### config.mk
export PLATFORM = sky130hd
export DESIGN_NAME = instruction_cache_line_flat
export DESIGN_NICKNAME = d
export VERILOG_FILES = /design/src/rtl/instruction_cache_line_if.sv /design/src/rtl/instruction_cache_line.sv /design/src/flat_wrapper.sv
export SDC_FILE = /design/constraint.sdc
export NUM_CORES = 1
export LEC_CHECK = 0
export CAP_MARGIN = 30
export CORE_ASPECT_RATIO = 1.2
export CORE_MARGIN = 3
export CORE_UTILIZATION = 35
export CTS_CLUSTER_SIZE = 25
export DETAILED_ROUTE_END_ITERATION = 10
export GPL_TIMING_DRIVEN = 0
export HOLD_SLACK_MARGIN = 0.06
export MAX_ROUTING_LAYER = met4
export PLACE_DENSITY = 0.6
export RECOVER_POWER = 100
export SLEW_MARGIN = 20
export SYNTH_ARGS = -nofsm -noshare
export SYNTH_HDL_FRONTEND = slang
export SYNTH_SLANG_ARGS = --single-unit
### constraint.sdc
create_clock -name clk -period 4.2 [get_ports clk]
set_input_delay 0.63 -clock clk [delete_from_list [all_inputs] [get_ports clk]]
set_output_delay 0.63 -clock clk [all_outputs]
set_load 0.1 [all_outputs]
### src/rtl/instruction_cache_line_if.sv
// Bus between the program sequencer / ROM side and the single-line instruction cache.
//   master : sequencer side, drives fill writes and fetch requests, observes fetch results.
//   slave  : the cache itself.
// Signals:
//   cache_wren, cache_wroffset, rom_data, fill_tag : line-fill write port
//   cache_rdoffset, rd_tag, hold_in                : fetch request
//   ir, ir_valid                                   : registered fetch result
//   hit, line_valid, line_tag, fill_done           : line status
interface instruction_cache_line_if #(
  parameter int unsigned DATA_W   = 8,
  parameter int unsigned OFFSET_W = 5,
  parameter int unsigned TAG_W    = 3
);
  logic                cache_wren;
  logic [OFFSET_W-1:0] cache_wroffset;
  logic [DATA_W-1:0]   rom_data;
  logic [TAG_W-1:0]    fill_tag;
  logic [OFFSET_W-1:0] cache_rdoffset;
  logic [TAG_W-1:0]    rd_tag;
  logic                hold_in;
  logic [DATA_W-1:0]   ir;
  logic                ir_valid;
  logic                hit;
  logic                line_valid;
  logic [TAG_W-1:0]    line_tag;
  logic                fill_done;

  modport master (
    output cache_wren,
    output cache_wroffset,
    output rom_data,
    output fill_tag,
    output cache_rdoffset,
    output rd_tag,
    output hold_in,
    input  ir,
    input  ir_valid,
    input  hit,
    input  line_valid,
    input  line_tag,
    input  fill_done
  );

  modport slave (
    input  cache_wren,
    input  cache_wroffset,
    input  rom_data,
    input  fill_tag,
    input  cache_rdoffset,
    input  rd_tag,
    input  hold_in,
    output ir,
    output ir_valid,
    output hit,
    output line_valid,
    output line_tag,
    output fill_done
  );
endinterface

### src/rtl/instruction_cache_line.sv
// Single-line instruction cache sitting between program ROM and the decoder.
// The sequencer streams a line of ROM words in (cache_wren / cache_wroffset); the cache records
// the line tag and a valid bit per word, and returns a registered instruction for the fetch
// offset one clock later. Held fetches and misses produce a NOP bubble.
// Ports:
//   clk     : clock, all state on the rising edge
//   reset_n : asynchronous active-low reset
//   bus     : slave side of instruction_cache_line_if (fill port, fetch port, status)
module instruction_cache_line #(
  parameter int unsigned       DATA_W    = 8,
  parameter int unsigned       OFFSET_W  = 5,
  parameter int unsigned       TAG_W     = 3,
  parameter logic [DATA_W-1:0] NOP_INSTR = '0
) (
  input logic                     clk,
  input logic                     reset_n,
  instruction_cache_line_if.slave bus
);

  localparam int unsigned DEPTH = 1 << OFFSET_W;

  // Storage and state
  logic [DATA_W-1:0] mem_q [DEPTH];
  logic [DEPTH-1:0]  word_valid_q, word_valid_d;
  logic [TAG_W-1:0]  line_tag_q, line_tag_d;
  logic              line_valid_q, line_valid_d;
  logic              fill_done_q, fill_done_d;
  logic              wren_dly_q;
  logic [DATA_W-1:0] ir_q, ir_d;
  logic              ir_valid_q, ir_valid_d;

  // Decoded events
  logic fill_start;
  logic fill_complete;
  logic bypass;
  logic stored_hit;
  logic hit;

  // A fill begins on the rising edge of a write burst at offset 0; a write at offset 0 in the
  // middle of a burst is just an ordinary word update.
  assign fill_start = bus.cache_wren && (bus.cache_wroffset == '0) && !wren_dly_q;

  // The line completes when the last word lands on top of an otherwise fully valid line.
  assign fill_complete = bus.cache_wren && !fill_start &&
                         (bus.cache_wroffset == {OFFSET_W{1'b1}}) &&
                         (&word_valid_q[DEPTH-2:0]);

  // The word being written this cycle can be forwarded straight to the fetch path.
  assign bypass = bus.cache_wren &&
                  (bus.cache_wroffset == bus.cache_rdoffset) &&
                  (bus.fill_tag == bus.rd_tag);

  // On a fill-start cycle the old line is being discarded, so only the bypassed word 0 of the
  // new line can hit.
  assign stored_hit = !fill_start &&
                      (bus.rd_tag == line_tag_q) &&
                      word_valid_q[bus.cache_rdoffset];

  assign hit = stored_hit || bypass;

  // Line bookkeeping next state
  always_comb begin
    word_valid_d = word_valid_q;
    line_tag_d   = line_tag_q;
    line_valid_d = line_valid_q;
    fill_done_d  = 1'b0;

    if (fill_start) begin
      line_tag_d   = bus.fill_tag;
      word_valid_d = {{(DEPTH-1){1'b0}}, 1'b1};
      line_valid_d = 1'b0;
    end else if (bus.cache_wren) begin
      word_valid_d[bus.cache_wroffset] = 1'b1;
      if (fill_complete) begin
        line_valid_d = 1'b1;
        fill_done_d  = 1'b1;
      end
    end
  end

  // Fetch path next state
  always_comb begin
    ir_d       = NOP_INSTR;
    ir_valid_d = 1'b0;

    if (!bus.hold_in && hit) begin
      ir_valid_d = 1'b1;
      ir_d       = bypass ? bus.rom_data : mem_q[bus.cache_rdoffset];
    end
  end

  // Data array carries no reset; contents only matter once their valid bit is set.
  always_ff @(posedge clk) begin
    if (bus.cache_wren) begin
      mem_q[bus.cache_wroffset] <= bus.rom_data;
    end
  end

  always_ff @(posedge clk or negedge reset_n) begin
    if (!reset_n) begin
      word_valid_q <= '0;
      line_tag_q   <= '0;
      line_valid_q <= 1'b0;
      fill_done_q  <= 1'b0;
      wren_dly_q   <= 1'b0;
      ir_q         <= NOP_INSTR;
      ir_valid_q   <= 1'b0;
    end else begin
      word_valid_q <= word_valid_d;
      line_tag_q   <= line_tag_d;
      line_valid_q <= line_valid_d;
      fill_done_q  <= fill_done_d;
      wren_dly_q   <= bus.cache_wren;
      ir_q         <= ir_d;
      ir_valid_q   <= ir_valid_d;
    end
  end

  assign bus.ir         = ir_q;
  assign bus.ir_valid   = ir_valid_q;
  assign bus.hit        = hit;
  assign bus.line_valid = line_valid_q;
  assign bus.line_tag   = line_tag_q;
  assign bus.fill_done  = fill_done_q;

endmodule

### src/flat_wrapper.sv
// flat-port wrapper written by rule: the top's interface ports become plain ports
module instruction_cache_line_flat 
#(
  parameter int unsigned       DATA_W    = 8,
  parameter int unsigned       OFFSET_W  = 5,
  parameter int unsigned       TAG_W     = 3,
  parameter logic [DATA_W-1:0] NOP_INSTR = '0
)
  (clk, reset_n, bus_cache_wren, bus_cache_wroffset, bus_rom_data, bus_fill_tag, bus_cache_rdoffset, bus_rd_tag, bus_hold_in, bus_ir, bus_ir_valid, bus_hit, bus_line_valid, bus_line_tag, bus_fill_done);
  instruction_cache_line_if #(.DATA_W(DATA_W), .OFFSET_W(OFFSET_W), .TAG_W(TAG_W)) bus_i ();
  input logic clk;
  input logic reset_n;
  input wire logic [$bits(bus_i.cache_wren)-1:0] bus_cache_wren;
  input wire logic [$bits(bus_i.cache_wroffset)-1:0] bus_cache_wroffset;
  input wire logic [$bits(bus_i.rom_data)-1:0] bus_rom_data;
  input wire logic [$bits(bus_i.fill_tag)-1:0] bus_fill_tag;
  input wire logic [$bits(bus_i.cache_rdoffset)-1:0] bus_cache_rdoffset;
  input wire logic [$bits(bus_i.rd_tag)-1:0] bus_rd_tag;
  input wire logic [$bits(bus_i.hold_in)-1:0] bus_hold_in;
  output wire logic [$bits(bus_i.ir)-1:0] bus_ir;
  output wire logic [$bits(bus_i.ir_valid)-1:0] bus_ir_valid;
  output wire logic [$bits(bus_i.hit)-1:0] bus_hit;
  output wire logic [$bits(bus_i.line_valid)-1:0] bus_line_valid;
  output wire logic [$bits(bus_i.line_tag)-1:0] bus_line_tag;
  output wire logic [$bits(bus_i.fill_done)-1:0] bus_fill_done;
  assign bus_i.cache_wren = bus_cache_wren;
  assign bus_i.cache_wroffset = bus_cache_wroffset;
  assign bus_i.rom_data = bus_rom_data;
  assign bus_i.fill_tag = bus_fill_tag;
  assign bus_i.cache_rdoffset = bus_cache_rdoffset;
  assign bus_i.rd_tag = bus_rd_tag;
  assign bus_i.hold_in = bus_hold_in;
  assign bus_ir = bus_i.ir;
  assign bus_ir_valid = bus_i.ir_valid;
  assign bus_hit = bus_i.hit;
  assign bus_line_valid = bus_i.line_valid;
  assign bus_line_tag = bus_i.line_tag;
  assign bus_fill_done = bus_i.fill_done;
  instruction_cache_line #(.DATA_W(DATA_W), .OFFSET_W(OFFSET_W), .TAG_W(TAG_W), .NOP_INSTR(NOP_INSTR)) u_core (.clk(clk), .reset_n(reset_n), .bus(bus_i));
endmodule
======== Word level (Yosys, flattened, before mapping) ========
Memory sizes are Yosys's and may differ from the RTL's.
Cells that the tools add are included.
word-level totals
  register bits ........................... 47
  bits in latches ......................... 0
  bits in writable memories ............... 256
  bits in read-only memories .............. 0
  bits of input ports ..................... 28
  output and inout bits ................... 15
  word-level logic and storage cells ...... 53
  memories ................................ 1
operators by class
  $add $sub $neg .......................... 0
  multiply operators ...................... 0
  divide/modulo/power cells ............... 0
  order comparisons ....................... 3
  eq/ne operators ......................... 4
  shift operators ......................... 0
  muxes and demuxes ....................... 17
  bitwise gates (word level) .............. 1
  reductions and logical operators ........ 20
memory list
  memory        depth  width  read ports  clocked after Yosys merged registers in  write ports  line                          source
  u_core.mem_q  32     8      1           0                                        1            instruction_cache_line.sv:23  logic [DATA_W-1:0] mem_q [DEPTH];
operators with widths
  operator                                                           number
  2-to-1 mux 32 bit                                                  2
  OR 32 bit                                                          1
  AND reduction 31 bit                                               1
  2-to-1 mux 8 bit                                                   2
  less-than comparator 5 x 6 -> 1 bit, second input constant         2
  logical AND 1 bit                                                  11
  2-to-1 mux 1 bit                                                   11
  == test 3 bit                                                      2
  binary-select mux 1 bit (select 5 bit)                             1
  demux 1 bit (select 5 bit)                                         1
  == test 5 bit                                                      1
  == test 5 bit, second input constant                               1
  greater-or-equal comparator 5 x 1 -> 1 bit, second input constant  1
  logical NOT 5 bit                                                  1
  nonzero test 2 bit                                                 2
  logical NOT 1 bit                                                  3
  AND reduction 2 bit                                                1
  logical OR 1 bit                                                   1

======== Longest topological paths before layout ========
  depth in word-level cells ............... 10
  mapped depth ............................ 8
  depth with buffers taken out ............ 6

======== Least setup slack after synthesis ========
No wires, ideal clock.
  kind .................................... input-to-output
  start ................................... input bus_cache_wroffset[4]
  end ..................................... output bus_hit
  arrival time ............................ 2.457 ns
  required time ........................... 3.570 ns
  slack ................................... 1.113 ns
  stages .................................. 8
  path buffers ............................ 2
  cells stage by stage .................... clkbuf_1 > or3_1 > or3_1 > buf_6 > nand4_4 > a31oi_2 > nand2_1 > nand2_1
on the way
  longest elaborated chain between the ends .. 7
  elaborated cells on any way between the ends .. 10
  classes of those cells .................. eq/ne: 1; reduce/logical: 9
RTL lines
  element                          line                          source
  from (decl)                      flat_wrapper.sv:14            input wire logic [$bits(bus_i.cache_wroffset)-1:0] bus_cache_wroffset;
  logical NOT 5 bit                instruction_cache_line.sv:41  assign fill_start = bus.cache_wren && (bus.cache_wroffset == '0) && !wren_dly_q;
  logical AND 1 bit (2 in series)  instruction_cache_line.sv:41
  logical NOT 1 bit                instruction_cache_line.sv:55  assign stored_hit = !fill_start &&
  logical AND 1 bit                instruction_cache_line.sv:55
  logical AND 1 bit                instruction_cache_line.sv:56  (bus.rd_tag == line_tag_q) &&
  logical OR 1 bit *               instruction_cache_line.sv:59  assign hit = stored_hit || bypass;
  to (decl)                        flat_wrapper.sv:22            output wire logic [$bits(bus_i.hit)-1:0] bus_hit;
Mark *: on every way between the ends. The rest lies on a longest branch, timed or not.

======== Final worst setup path ========
  start ................................... input bus_cache_rdoffset[3]
  end ..................................... output bus_hit
on the way
  longest elaborated chain between the ends .. 4
  elaborated cells on any way between the ends .. 7
  classes of those cells .................. eq/ne: 1; mux: 2; reduce/logical: 4
RTL lines
  element                                                                      line                                                        source
  from (decl)                                                                  flat_wrapper.sv:17                                          input wire logic [$bits(bus_i.cache_rdoffset)-1:0] bus_cache_rdoffset;
  binary-select mux 1 bit (select 5 bit) or == test 5 bit (tied branches)      instruction_cache_line.sv:57, instruction_cache_line.sv:50
  2-to-1 mux 1 bit (not written as such) or logical AND 1 bit (tied branches)  instruction_cache_line.sv:57, instruction_cache_line.sv:49
  logical AND 1 bit (on tied branches)                                         instruction_cache_line.sv:56, instruction_cache_line.sv:50
  logical OR 1 bit *                                                           instruction_cache_line.sv:59
Mark *: on every way between the ends. The rest lies on a longest branch, timed or not. The select of a mux whose other input is x is not followed.

==> reports/results.tsv <==
metric	value	unit
slew margin rel.	-18.8	%
CP cell instances	dlygate4sd3_1 -> nor2b_1 -> clkbuf_1 -> a22oi_1 -> a21oi_1 -> nor3_2 -> nand2_1 -> nand2_1 -> clkdlybuf4s15_2	
Worst Reg-to-Reg Cells	6	
post-synthesis cell type count	40	
dpl cell area	13100	um^2
register area share after synthesis	73.4	%
CP max stage cell	dlygate4sd3_1	
initial antenna violation count	0	
Clk network pwr share	40.6	%
IO Count	43	
Clock Pin Slew Worst Setup and Hold Paths	0.06	ns
Initial Utilization	35.9	%
Fmax	253	MHz
Clock Sinks	303	
skew final	0.0169	ns
Synth Cell Area	12100	um^2
type of origin of the critical path	input port	
DIE AREA	36800	um^2
final clock period utilization by the worst path	94.1	%
crit-path max FO	10	
WL final	27.1	mm
share of cells above drive strength 1	20.9	%
Synth Net Count	642	
Final Hold Vio Count	0	
Leakage	4.65	nW
Clock Tree Buf Depth	3	
CTS Root Cell	clkbuf_16	
pwr dens	479	nW/um^2
CP required	3.57	ns
status	complete, but fails checks	
RSZ-0062 raised after global routing	no	
grt met2 use	27.7	%
DRC	0	
Final Slew Violations	204	
post-detailed-route wirelength per cell	23.1	um
Post-layout nets	725	
# rows	73	
Critical Path Most Common Cell	nand2_1	
sw power	1.45	mW
hold_buf cts	0	
Crit path max-delay family	buffers and inverters	
CTS tree	yes	
CP arrival	3.32	ns
crit path capture type	output pin	
# fillers	2998	
post-route minimum period	3.95	ns
met3 Use GR	1.94	%
final instance area	14000	um^2
vias	6145	
Skew-Pair Late Insertion Delay	0.54	ns
max cap viols	6	
Antenna Cells	0	
Ys Warns	0	
number of global-route vias before repair	6671	
most frequent cells in the layout	256 x edfxtp_1, 64 x mux4_2, 47 x clkbuf_1, 47 x dfrtp_1, 35 x nor2_1	
Top Usage Layer GRT	met2	
CTS HTree Levels	1	
Syn Inst Count	614	
cell internal pwr	5.27	mW
FF+latch count, synth	303	
Layout area overhead	16.2	%
Placer Congestion	0.976	
register share of total power	51.6	%
ANT nets after route	0	
placed wire-length estimate	18.5	mm
port buffer count	36	
crit-path max cell delay	0.66	ns
CP Depth	9	
pin count of the biggest net entering global routing	34	
GRT Overall Usage	15.3	%
Initial DRT Pass Iterations	5	
grt met1 use	18.0	%
Sw Share	21.5	%
failing checks	capacitance limit, slew limit	
# setup viols final	0	
via/cell ratio	5.25	
Buf+Inv Stages, Crit Path	3	
first-pass GRT wire length	41.4	mm
worst ir drop on vdd	303	uV
Num CTS Buffers	30	
Core ar.	33600	um^2
initial DRC count	537	
worst-margin pin slew	1.78	ns
most common cell after layout, fill and taps aside	edfxtp_1	
GR Overflow Total	0	
post-synthesis area per instance	19.7	um^2
Die H	210	um
Die Span X	176	um
Hold Path Class	in2async	
hold slack	0.362	ns
critical path type	in2out	
Logic pwr share	7.8	%
==> cells in the mapped netlist, drive strengths merged <==
cell / instances / share of area [%]
a211oi: 1 / 0.062
a21o: 1 / 0.062
a21oi: 3 / 0.12
a221oi: 8 / 0.58
a22oi: 8 / 0.50
a31oi: 1 / 0.10
and2: 1 / 0.052
and4: 1 / 0.073
buf: 20 / 1.2
clkbuf: 12 / 0.40
dfrtp: 47 / 9.7
edfxtp: 256 / 64
mux2: 19 / 1.8
mux2i: 32 / 2.7
mux4: 64 / 12
nand2: 13 / 0.40
nand2b: 3 / 0.16
nand3: 3 / 0.12
nand3b: 5 / 0.31
nand4: 9 / 0.59
nand4b: 1 / 0.20
nor2: 35 / 1.1
nor2b: 2 / 0.10
nor3: 2 / 0.12
nor4: 3 / 0.16
o21a: 31 / 1.9
o21ai: 8 / 0.33
o22ai: 8 / 0.41
or2: 1 / 0.052
or3: 2 / 0.10
or3b: 3 / 0.22
xnor2: 4 / 0.29
xor2: 7 / 0.51
==> logic make-up (layout without fill, tap and decap cells) <==
kind of cell	Yosys count	in the layout	synth area share, %
AO/OA/AOI/OAI	69	69	4.10
multiplexers	115	115	16.4
flip-flops	303	303	73.4
XOR/XNOR	11	11	0.798
buffers and inverters	32	139	1.62
AND/OR/NAND/NOR	84	84	3.75
==> power groups by stage <==
stage / clock, mW / combinational [mW] / sequential [mW]
floorplan: 0 / 0.309 / 3.54
CTS: 2.78 / 0.540 / 3.46
global placement: 0 / 0.521 / 3.52
finish: 2.73 / 0.524 / 3.47
detailed placement: 0 / 0.539 / 3.52
global route: 2.91 / 0.564 / 3.48
==> through the flow <==
stage | setup TNS (ns) | setup WS (ns) | utilization [%] | power (mW) | instances
after floorplan | 0 | 1.11 | - | 3.85 | 614
after global placement | -0.295 | -0.295 | 38.7 | 4.04 | 1100
after detailed placement | -0.331 | -0.331 | 38.8 | 4.06 | 1107
after CTS | 0 | 0.249 | 41.9 | 6.78 | 1163
after global routing | 0 | 0.104 | 41.8 | 6.95 | 1171
final | 0 | 0.250 | 41.8 | 6.72 | 1171
==> state kept, by name, summed over array words and instances (netlist names) <==
register	flops
u_core.mem_q	256
u_core.word_valid_q	32
u_core.bus.ir	8
u_core.bus.line_tag	3
u_core.bus.fill_done	1
u_core.bus.ir_valid	1
u_core.bus.line_valid	1
u_core.wren_dly_q	1
==> worst reg2reg max path: cells and delay by family, from the launching register on <==
family	cells	cell delay [ns]
and+or+nand+nor	2	0.62
muxes	1	0.09
AOI/OAI and AO/OA	3	0.69
DFF	1	0.41
==> worst paths after layout <==
| path | from | end | slack, ns |
|---|---|---|---|
| max reg2reg | u_core.word_valid_q[9]$_DFFE_PN0P_ | u_core.bus.ir[4]$_DFF_PN0_ | 2.27 |
| min reg2reg | u_core.bus.line_valid$_DFFE_PN0P_ | u_core.bus.line_valid$_DFFE_PN0P_ | 0.48 |
| min in group clk | u_core.bus.line_valid$_DFFE_PN0P_ | u_core.bus.line_valid$_DFFE_PN0P_ | 0.48 |
| min | reset_n | u_core.word_valid_q[24]$_DFFE_PN0P_ | 0.36 |
| max | bus_cache_rdoffset[3] | bus_hit | 0.25 |
| max in group asynchronous | reset_n | u_core.bus.ir_valid$_DFF_PN0_ | 2.00 |
==> what timing repair did <==
item / in CTS / in global routing
resized for setup: 3 / 0
endpoints found under the setup margin: 1 / 0
buffers inserted: 0 / 0
==> cell type report <==
cell class | count | area, um^2 | area share [%]
timing repair buffer | 51 | 374 | 2.67
clock buffer | 46 | 872 | 6.21
multi-input combinational | 279 | 3020 | 21.5
tap | 450 | 563 | 4.01
buffer | 32 | 191 | 1.36
sequential | 303 | 8860 | 63.2
clock inverter | 10 | 150 | 1.07
==> per-layer routing <==
metal	vias to the layer above	share of wire, %
li1	2671	-
met1	3258	39
met2	167	54
met3	49	4.8
met4	0	2.5
met5	-	0
No activity file was read; power rests on OpenSTA's default activity.
